===== src/rtl/score_tally_if.sv =====
// score_tally_if: keyboard/lane inputs and score/status outputs of the
// score_tally stage, grouped as one bundle.
//   keycode   : primary keyboard keycode (0x2C start, 0x01 return)
//   lane_hit  : per-lane dropper score flags (level, held high after a hit)
//   score     : binary score, saturating at 9999
//   score_bcd : 4-digit BCD of score, digit 3 in [15:12]
//   bcd_busy  : BCD conversion in progress
//   hit_count : total hits, saturating at 255
//   playing   : game in PLAYING
//   game_over : game in DONE
// master drives keycode/lane_hit; slave (score_tally) drives the rest.
interface score_tally_if #(
  parameter int unsigned NUM_LANES = 16
);
  logic [7:0]           keycode;
  logic [NUM_LANES-1:0] lane_hit;
  logic [13:0]          score;
  logic [15:0]          score_bcd;
  logic                 bcd_busy;
  logic [7:0]           hit_count;
  logic                 playing;
  logic                 game_over;

  modport master (
    output keycode, lane_hit,
    input  score, score_bcd, bcd_busy, hit_count, playing, game_over
  );

  modport slave (
    input  keycode, lane_hit,
    output score, score_bcd, bcd_busy, hit_count, playing, game_over
  );
endinterface


===== src/rtl/score_tally.sv =====
// score_tally: collects the per-lane dropper hit flags, counts each lane's
// rising edge as one hit, accumulates a saturating score and hit count over
// a fixed-length song, and converts the score to 4-digit BCD with a
// sequential double-dabble engine (14 shift cycles per conversion).
// Ports:
//   frame_clk : sole clock, rising edge
//   Reset     : asynchronous active-low reset
//   bus       : score_tally_if slave (keycode, lane_hit in; score,
//               score_bcd, bcd_busy, hit_count, playing, game_over out)
module score_tally #(
  parameter int unsigned NUM_LANES   = 16,
  parameter int unsigned HIT_POINTS  = 10,
  parameter int unsigned SONG_FRAMES = 2400
) (
  input  logic           frame_clk,
  input  logic           Reset,
  score_tally_if.slave   bus
);

  localparam logic [7:0]  KEY_START  = 8'h2C;
  localparam logic [7:0]  KEY_RETURN = 8'h01;
  localparam logic [11:0] LAST_FRAME = 12'(SONG_FRAMES - 1);
  localparam logic [13:0] SCORE_MAX  = 14'd9999;
  localparam int unsigned CNT_W      = $clog2(NUM_LANES + 1);
  localparam logic [3:0]  LAST_ITER  = 4'd13;

  typedef enum logic [1:0] {IDLE, PLAYING, DONE} game_state_t;
  typedef enum logic       {C_IDLE, C_SHIFT}     conv_state_t;

  game_state_t          state_q, state_d;
  conv_state_t          cstate_q, cstate_d;

  logic [NUM_LANES-1:0] prev_hit_q;
  logic [13:0]          score_q;
  logic [7:0]           hit_cnt_q;
  logic [11:0]          frame_cnt_q;

  logic                 pending_q;
  logic [29:0]          shreg_q;
  logic [3:0]           iter_q;
  logic [15:0]          score_bcd_q;

  logic                 playing, game_over, bcd_busy;

  // ---------------------------------------------------------------------
  // Hit detection and accumulation
  // ---------------------------------------------------------------------
  function automatic logic [CNT_W-1:0] popcount(input logic [NUM_LANES-1:0] v);
    logic [CNT_W-1:0] c;
    c = '0;
    for (int unsigned i = 0; i < NUM_LANES; i++) c = c + CNT_W'(v[i]);
    return c;
  endfunction

  logic [NUM_LANES-1:0] new_hits;
  logic [CNT_W-1:0]     hits_n;
  logic [14:0]          score_sum;
  logic [8:0]           hit_sum;
  logic [13:0]          score_acc;
  logic [7:0]           hit_acc;
  logic                 start;
  logic                 conv_req;
  logic                 launch;

  always_comb begin
    new_hits  = bus.lane_hit & ~prev_hit_q;
    hits_n    = popcount(new_hits);
    // Max increment is NUM_LANES*99, so 15 bits cannot overflow from <=9999.
    score_sum = {1'b0, score_q} + 15'(hits_n) * 15'(HIT_POINTS);
    hit_sum   = {1'b0, hit_cnt_q} + 9'(hits_n);
    score_acc = (score_sum > {1'b0, SCORE_MAX}) ? SCORE_MAX : score_sum[13:0];
    hit_acc   = (hit_sum > 9'd255) ? 8'd255 : hit_sum[7:0];
    start     = (state_q == IDLE) && (bus.keycode == KEY_START);
    conv_req  = start || ((state_q == PLAYING) && (score_acc != score_q));
    launch    = (cstate_q == C_IDLE) && pending_q;
  end

  // ---------------------------------------------------------------------
  // Game FSM
  // ---------------------------------------------------------------------
  always_ff @(posedge frame_clk or negedge Reset) begin
    if (!Reset) state_q <= IDLE;
    else        state_q <= state_d;
  end

  always_comb begin
    state_d = state_q;
    case (state_q)
      IDLE:    if (bus.keycode == KEY_START) state_d = PLAYING;
      PLAYING: begin
        // Abort takes priority over the end-of-song transition.
        if (bus.keycode == KEY_RETURN)     state_d = IDLE;
        else if (frame_cnt_q == LAST_FRAME) state_d = DONE;
      end
      DONE:    if (bus.keycode == KEY_RETURN) state_d = IDLE;
      default: state_d = IDLE;
    endcase
  end

  always_comb begin
    playing   = (state_q == PLAYING);
    game_over = (state_q == DONE);
  end

  always_ff @(posedge frame_clk or negedge Reset) begin
    if (!Reset) begin
      prev_hit_q  <= '0;
      score_q     <= '0;
      hit_cnt_q   <= '0;
      frame_cnt_q <= '0;
    end else begin
      prev_hit_q <= bus.lane_hit;
      if (start) begin
        score_q     <= '0;
        hit_cnt_q   <= '0;
        frame_cnt_q <= '0;
      end else if (state_q == PLAYING) begin
        score_q     <= score_acc;
        hit_cnt_q   <= hit_acc;
        frame_cnt_q <= frame_cnt_q + 12'd1;
      end
    end
  end

  // ---------------------------------------------------------------------
  // Double-dabble BCD converter
  // ---------------------------------------------------------------------
  logic [29:0] adj;
  logic [29:0] shifted;

  always_comb begin
    adj = shreg_q;
    for (int unsigned d = 0; d < 4; d++) begin
      if (shreg_q[14 + 4*d +: 4] >= 4'd5)
        adj[14 + 4*d +: 4] = shreg_q[14 + 4*d +: 4] + 4'd3;
    end
    shifted = {adj[28:0], 1'b0};
  end

  always_ff @(posedge frame_clk or negedge Reset) begin
    if (!Reset) cstate_q <= C_IDLE;
    else        cstate_q <= cstate_d;
  end

  always_comb begin
    cstate_d = cstate_q;
    case (cstate_q)
      C_IDLE:  if (pending_q)          cstate_d = C_SHIFT;
      C_SHIFT: if (iter_q == LAST_ITER) cstate_d = C_IDLE;
      default: cstate_d = C_IDLE;
    endcase
  end

  always_comb begin
    bcd_busy = (cstate_q == C_SHIFT);
  end

  always_ff @(posedge frame_clk or negedge Reset) begin
    if (!Reset) begin
      pending_q   <= 1'b0;
      shreg_q     <= '0;
      iter_q      <= '0;
      score_bcd_q <= '0;
    end else begin
      // A request on the launch edge wins over the clear, so a score change
      // that races the snapshot still triggers a follow-up conversion.
      pending_q <= conv_req | (pending_q & ~launch);
      if (launch) begin
        shreg_q <= {16'b0, score_q};
        iter_q  <= '0;
      end else if (cstate_q == C_SHIFT) begin
        shreg_q <= shifted;
        iter_q  <= iter_q + 4'd1;
        if (iter_q == LAST_ITER) score_bcd_q <= shifted[29:14];
      end
    end
  end

  assign bus.score     = score_q;
  assign bus.score_bcd = score_bcd_q;
  assign bus.bcd_busy  = bcd_busy;
  assign bus.hit_count = hit_cnt_q;
  assign bus.playing   = playing;
  assign bus.game_over = game_over;

endmodule


===== src/flat_wrapper.sv =====
// flat-port wrapper written by rule: the top's interface ports become plain ports
module score_tally_flat 
#(
  parameter int unsigned NUM_LANES   = 16,
  parameter int unsigned HIT_POINTS  = 10,
  parameter int unsigned SONG_FRAMES = 2400
)
  (frame_clk, Reset, bus_keycode, bus_lane_hit, bus_score, bus_score_bcd, bus_bcd_busy, bus_hit_count, bus_playing, bus_game_over);
  score_tally_if #(.NUM_LANES(NUM_LANES)) bus_i ();
  input  logic frame_clk;
  input  logic Reset;
  input wire logic [$bits(bus_i.keycode)-1:0] bus_keycode;
  input wire logic [$bits(bus_i.lane_hit)-1:0] bus_lane_hit;
  output wire logic [$bits(bus_i.score)-1:0] bus_score;
  output wire logic [$bits(bus_i.score_bcd)-1:0] bus_score_bcd;
  output wire logic [$bits(bus_i.bcd_busy)-1:0] bus_bcd_busy;
  output wire logic [$bits(bus_i.hit_count)-1:0] bus_hit_count;
  output wire logic [$bits(bus_i.playing)-1:0] bus_playing;
  output wire logic [$bits(bus_i.game_over)-1:0] bus_game_over;
  assign bus_i.keycode = bus_keycode;
  assign bus_i.lane_hit = bus_lane_hit;
  assign bus_score = bus_i.score;
  assign bus_score_bcd = bus_i.score_bcd;
  assign bus_bcd_busy = bus_i.bcd_busy;
  assign bus_hit_count = bus_i.hit_count;
  assign bus_playing = bus_i.playing;
  assign bus_game_over = bus_i.game_over;
  score_tally #(.NUM_LANES(NUM_LANES), .HIT_POINTS(HIT_POINTS), .SONG_FRAMES(SONG_FRAMES)) u_core (.frame_clk(frame_clk), .Reset(Reset), .bus(bus_i));
endmodule

===== config.mk =====
export PLATFORM = sky130hd
export DESIGN_NAME = score_tally_flat
export DESIGN_NICKNAME = d
export VERILOG_FILES = /design/src/rtl/score_tally_if.sv /design/src/rtl/score_tally.sv /design/src/flat_wrapper.sv
export SDC_FILE = /design/constraint.sdc
export NUM_CORES = 1
export LEC_CHECK = 0
export ABC_AREA = 1
export CAP_MARGIN = 20
export CORE_UTILIZATION = 59
export CTS_BUF_LIST = sky130_fd_sc_hd__clkbuf_8
export DETAILED_ROUTE_END_ITERATION = 12
export PLACE_DENSITY = 0.86
export RECOVER_POWER = 25
export SLEW_MARGIN = 20
export SYNTH_ARGS = -nofsm -noshare
export SYNTH_HDL_FRONTEND = slang
export SYNTH_SLANG_ARGS = --single-unit

===== constraint.sdc =====
create_clock -name frame_clk -period 7.34 [get_ports frame_clk]
set_input_delay 1.468 -clock frame_clk [delete_from_list [all_inputs] [get_ports frame_clk]]
set_output_delay 1.468 -clock frame_clk [all_outputs]
set_load 0.05 [all_outputs]

== Yosys cells after proc, flatten, opt, wreduce, memory -nomap -nowiden ==
Index checks and enable logic that the tools add are counted.

* Add/subtract/negate cells: 23
* Multipliers: 1
* Order comparisons: 6
* Eq/ne operators: 10
* Mux-type cells: 24
* Bitwise logic cells: 6
* Reductions and logical operators: 9

{| class="wikitable"
|+ Operators by type and width
! operator !! number
|-
| $add A5 B1 Y5 || 14
|-
| $mux W30 || 2
|-
| $mux W14 || 3
|-
| $mux W12 || 2
|-
| $mux W8 || 3
|-
| $mux W4 || 5
|-
| $and A16 B16 Y16 || 1
|-
| $ge A4 B3 Y1 const B || 4
|-
| $not A16 Y16 || 1
|-
| $add A14 B9 Y15 || 1
|-
| $gt A15 B14 Y1 const B || 1
|-
| $ne A14 B14 Y1 || 1
|-
| $add A12 B1 Y12 const B || 1
|-
| $add A4 B2 Y4 const B || 3
|-
| $eq A12 B12 Y1 const B || 1
|-
| $add A8 B5 Y9 || 1
|-
| $gt A9 B8 Y1 const B || 1
|-
| $eq A8 B1 Y1 const B || 1
|-
| $eq A8 B6 Y1 const B || 1
|-
| $mul A5 B3 Y8 const B || 1
|-
| $mux W2 || 4
|-
| $pmux W2 S3 || 1
|-
| $reduce_and A3 Y1 || 2
|-
| $add A4 B1 Y4 const B || 1
|-
| 18 further kinds || 23
|}

* Flip-flop bits (word level): 104
* Output and inout bits: 41
* Logic and storage cells: 89

== Logic depth before layout (Yosys ltp) ==
* Depth after elaboration: 25
* Mapped depth: 44

== Least setup slack after synthesis ==
OpenSTA, ideal clock, no wires.

* Kind: input to register
* Start: input bus_lane_hit[0]
* End: register u_core.pending_q
* Library setup time: 119 ps
* Data arrival time: 7884 ps
* Path slack: -663 ps
* Cell stages on the path: 38
* Cells stage by stage: inv_1 nor2_1 ha_1 inv_1 fa_1 fa_1 fa_1 inv_1 fa_1 fa_1 inv_1 fa_1 inv_1 ha_1 ha_1 fa_1 nand3_1 nand2_1 [... 2 more ...] inv_1 a21oi_2 nor2_1 a21oi_1 nand3_1 nor2_1 o21ai_0 nand2_1 nand2_2 nand2_4 buf_8 nand3_1 nand2_1 nand2_1 nor2_1 nand2_1 nand2_1 nand2_1

* Longest elaborated chain between the ends: 24

{| class="wikitable"
|+ Ends and longest elaborated chain
! item !! line !! text
|-
| from (decl) || flat_wrapper.sv:13 || <nowiki>input wire logic [$bits(bus_i.lane_hit)-1:0] bus_lane_hit;</nowiki>
|-
| $and A16 B16 Y16 * || score_tally.sv:66 || <nowiki>new_hits = bus.lane_hit & ~prev_hit_q;</nowiki>
|-
| $add A1 B1 Y2 * || score_tally.sv:51 || <nowiki>for (int unsigned i = 0; i < NUM_LANES; i++) c = c + CNT_W'(v[i]);</nowiki>
|-
| $add A5 B1 Y5 * (14 in a row) || score_tally.sv:51 ||
|-
| $mul A5 B3 Y8 * || score_tally.sv:69 || <nowiki>score_sum = {1'b0, score_q} + 15'(hits_n) * 15'(HIT_POINTS);</nowiki>
|-
| $add A14 B9 Y15 * || score_tally.sv:69 ||
|-
| $gt A15 B14 Y1 || score_tally.sv:71 || <nowiki>score_acc = (score_sum > {1'b0, SCORE_MAX}) ? SCORE_MAX : score_sum[13:0];</nowiki>
|-
| $mux W14 * || score_tally.sv:71 ||
|-
| $ne A14 B14 Y1 * || score_tally.sv:74 || <nowiki>conv_req = start || ((state_q == PLAYING) && (score_acc != score_q));</nowiki>
|-
| $logic_and A1 B1 Y1 * || score_tally.sv:74 ||
|-
| $logic_or A1 B1 Y1 * || score_tally.sv:74 ||
|-
| $or A1 B1 Y1 * || score_tally.sv:167 || <nowiki>pending_q <= conv_req | (pending_q & ~launch);</nowiki>
|-
| to (signal assigned) || score_tally.sv:167 ||
|-
| to (decl) || score_tally.sv:38 || <nowiki>logic pending_q;</nowiki>
|}

Every way passes the cells marked *; elsewhere a longest branch is shown, timed or not.
A chain may end at the register's enable or synchronous reset.

== Final worst setup path ==
* Start: input bus_lane_hit[1]
* End: register u_core.score_q[1] (netlist: u_core.bus.score[1])

* Longest elaborated chain between the ends: 22

{| class="wikitable"
|+ Ends and longest elaborated chain
! item !! line !! text
|-
| $and A16 B16 Y16 * || score_tally.sv:66 ||
|-
| $add A1 B1 Y2 * || score_tally.sv:51 ||
|-
| $add A5 B1 Y5 * (14 in a row) || score_tally.sv:51 ||
|-
| $mul A5 B3 Y8 * || score_tally.sv:69 ||
|-
| $add A14 B9 Y15 * || score_tally.sv:69 ||
|-
| $gt A15 B14 Y1 || score_tally.sv:71 ||
|-
| $mux W14 * || score_tally.sv:71 ||
|-
| $mux W14 * || score_tally.sv:117 || <nowiki>end else if (state_q == PLAYING) begin</nowiki>
|-
| $mux W14 * || score_tally.sv:113 || <nowiki>if (start) begin</nowiki>
|-
| to (signal assigned) || score_tally.sv:118 || <nowiki>score_q <= score_acc;</nowiki>
|-
| to (decl) || score_tally.sv:34 || <nowiki>logic [13:0] score_q;</nowiki>
|}

Every way passes the cells marked *; elsewhere a longest branch is shown, timed or not. The select of a mux whose other input is x is not followed.

==> summary.md <==
| Metric | Value |
|---|---|
| GRT Total Usage | 30.6% |
| Starting Density | 61.6% |
| Yosys warnings | 0 |
| Core Box Area | 0.00991 mm^2 |
| Initial antenna violation count | 0 |
| Final setup viols | 14 |
| GR Overflow Total | 0 |
| Area grow syn2layout | 32.6% |
| Status | complete, but fails checks |
| Inserted Clock Buffers | 9 |
| First-pass GRT wire length | 26.6 mm |
| Root Buffer | clkbuf_8 |
| Cell area after layout | 0.00809 mm^2 |
| Full die area | 0.0107 mm^2 |
| Detailed placer's ending HPWL | 11.1 mm |
| Post-Synth XOR/XNOR Area | 1.44% |
| Clk buf depth | 2 |
| DR pass1 iterations | 7 |
| Die Wd | 104 um |
| Port bufs | 66 |
| Vias per cell | 5.87 |
| Largest family of logic cells by synthesized area | simple AND/OR/NAND/NOR gates |
| Setup crit start | bus_lane_hit[1] |
| Synth Cell Area | 0.00610 mm^2 |
| Reg2reg start | u_core.prev_hit_q[0]$_DFF_PN0_ |
| Largest net degree at the start of global routing | 59 |
| Crit. End Element | register |
| Worst min path class | reg2reg |
| Worst r2r dst | u_core.bus.score[1]$_DFFE_PN0P_ |
| Failing checks | negative setup slack |
| Clock skew | 12.5 ps |
| Compound-cell area share of the yosys netlist | 12.8% |
| Num Clock Sinks | 104 |
| Leading area contributor after synthesis | dfrtp_1 |
| Fin. Hold Viols | 0 |
| Post-DP Area | 0.00724 mm^2 |
| Fin. max-slew vios | 0 |
| Slowest cell on the critical path | fa_1 |
| Row count | 36 |
| Dominant synthesized flop cell | dfrtp_1 |
| Net Count, Synth | 828 |
| Hold-critical path depth | 2 |
| Fin crit share | 107% |
| Max_cap viols | 0 |
| Setup crit start kind | input pin |
| Register-to-Register Path Depth | 36 |
| Vias in the first global route | 5891 |
| Crit Path Category | in2reg |
| Transition time of the tightest slew-check pin | 1000 ps |
| Post-Syn Instances | 754 |
| GP Congestion | 0.914 |
| Async SR Flop Fraction | 100% |
| Starting DRT DRC Count | 468 |
| Worst path arrival time | 8140 ps |
| H-tree Lvls | 3 |
| Commonest non-fill, non-tap cells in the layout | nand2_1, inv_1, dfrtp_1 |
| Req. time, crit path | 7590 ps |
| I/O pin cnt | 67 |
| Top-area cell type share of the netlist area | 42.7% |
| Antenna-violating nets left | 0 |
| Synth cell types | 43 |
| #FFs+latches synth | 104 |
| Die Y | 104 um |
| Adder-cell share of the synthesized area | 11.4% |
| Worst Setup Slack, final | -546 ps |
| Largest stage delay on the critical path | 510 ps |
| DR WL/cell | 17.1 um |
| Minimum clock period | 7890 ps |
| Clk slew on worst S/H paths | 90 ps |
| Hold_buf cts | 0 |
| Hold path startpoint | u_core.bus.score_bcd[6]$_DFFE_PN0P_ |
| Antenna diodes | 0 |
| Maximum clock frequency | 127 MHz |
| Rel. slew slack | 32.9% |
| Avg Cell Area, Syn | 8.09 um^2 |
| Commonest non-fill, non-tap cell in the layout | nand2_1 |
| Area of the multi-input gates | 0.00345 mm^2 |
| Layout cell share with drive strength beyond 1 | 21.3% |
| Clock Latency Late Sink | 390 ps |
| Simple-gate share of the synthesized area | 22.9% |
| Synth area leaders | dfrtp_1, nand2_1, inv_1, ha_1, o21ai_0 |
| WL final | 17.4 mm |
| Post-layout nets | 949 |
| Remaining DRCs | 0 |
| Seq/Total Area, Yosys | 42.7% |
| # fillers | 593 |
| CTS tree | yes |
| Flop-to-flop setup slack | 240 ps |
| Vias | 5943 |
| Hold Path Sink | u_core.bus.score_bcd[6]$_DFFE_PN0P_ |
| RSZ-0062 raised after global routing | true |
| Number of flops mapped to enable cells by yosys | 0 |
| Register area | 0.00260 mm^2 |
| Crit path max fanout | 5 |
| Multiplexer area fraction after synthesis | 0% |
==> timing repair <==
action | 4_1_cts | 5_1_grt
cloned | 0 | 0
resized for setup | 65 | 81
pin swaps | 7 | 27
setup buffers | 12 | 8
endpoints found under the setup margin | 15 | 14
==> through the flow <==
stage          util (%)  setup WS (ps)  setup TNS [ps]  hold slack, ps  instances
3_3_place_gp       73.1           -909           -9850             465        977
4_1_cts            77.7           -262           -1230             495       1005
6_report           81.6           -546           -4810             493       1013
2_1_floorplan         -           -206            -296             453        754
3_5_place_dp       73.1          -1240          -14270             472        977
5_1_grt            81.6           -770           -7440             524       1013
==> how the worst max path moves through the flow <==
stage,depth (start not counted),to
3_5_place_dp,38,u_core.pending_q$_DFF_PN0_
6_report,38,u_core.bus.score[1]$_DFFE_PN0P_
4_1_cts,39,u_core.pending_q$_DFF_PN0_
5_1_grt,40,u_core.pending_q$_DFF_PN0_
3_3_place_gp,40,u_core.pending_q$_DFF_PN0_
2_1_floorplan,35,u_core.pending_q$_DFF_PN0_
==> layout make-up <==
type / instances / share of cell area, %
Multi-Input combinational cell: 511 / 42.7
Clock buffer: 9 / 1.53
Timing Repair Buffer: 124 / 14.4
Tap cell: 133 / 2.06
Clock inverter: 7 / 1.10
Sequential cell: 104 / 32.2
Inverter: 125 / 6.05
==> cells by family after synthesis <==
kind of cell,count (synthesis)
simple gates,319
buf+inv,139
compound gates,134
flops,104
fa+ha+maj,48
xor+xnor,10
==> sequential cells by signal (all words and copies together) (netlist names) <==
name / flops
u_core.shreg_q: 30
u_core.bus.score_bcd: 16
u_core.prev_hit_q: 16
u_core.bus.score: 14
u_core.frame_cnt_q: 12
u_core.bus.hit_count: 8
u_core.iter_q: 4
u_core.state_q: 2
u_core.bus.bcd_busy: 1
u_core.pending_q: 1
==> Yosys cell counts (2+ instances only) <==
cell type,instances
a211o_1,2
a211oi_1,3
a21oi_1,20
a21oi_2,2
a22oi_1,5
clkbuf_1,11
clkinv_1,2
dfrtp_1,104
fa_1,13
ha_1,35
inv_1,121
inv_2,2
nand2_1,181
nand2_2,10
nand2_4,2
nand3_1,46
nand3_2,2
nand3b_1,2
nand4_1,11
nor2_1,47
nor3_1,8
nor4_1,3
o211ai_1,6
o21ai_0,61
o221ai_1,3
o22ai_1,25
or2_2,3
xnor2_1,2
xor2_1,8
==> routing by layer <==
metal	GRT usage, %	part of all wire [%]	vias up	wire, um
li1	-	-	2700	-
met1	35.1	37	2855	6470
met2	55.8	51	303	8910
met3	5.54	6.9	85	1200
met4	12.8	4.5	0	789
met5	0	0	-	0
==> worst max-delay path, delay by kind of cell <==
| family | cells | cell delay (ps) |
|---|---|---|
| buffers and inverters | 12 | 1000 |
| and+or+nand+nor | 9 | 890 |
| AOI/OAI and AO/OA | 6 | 940 |
| xor gates and xnor gates | 1 | 240 |
| adders and majority gates | 10 | 3590 |
Power is left out: the tool's default activity adds up to more than one toggle a clock period on the data nets, which glitch-free logic cannot reach.
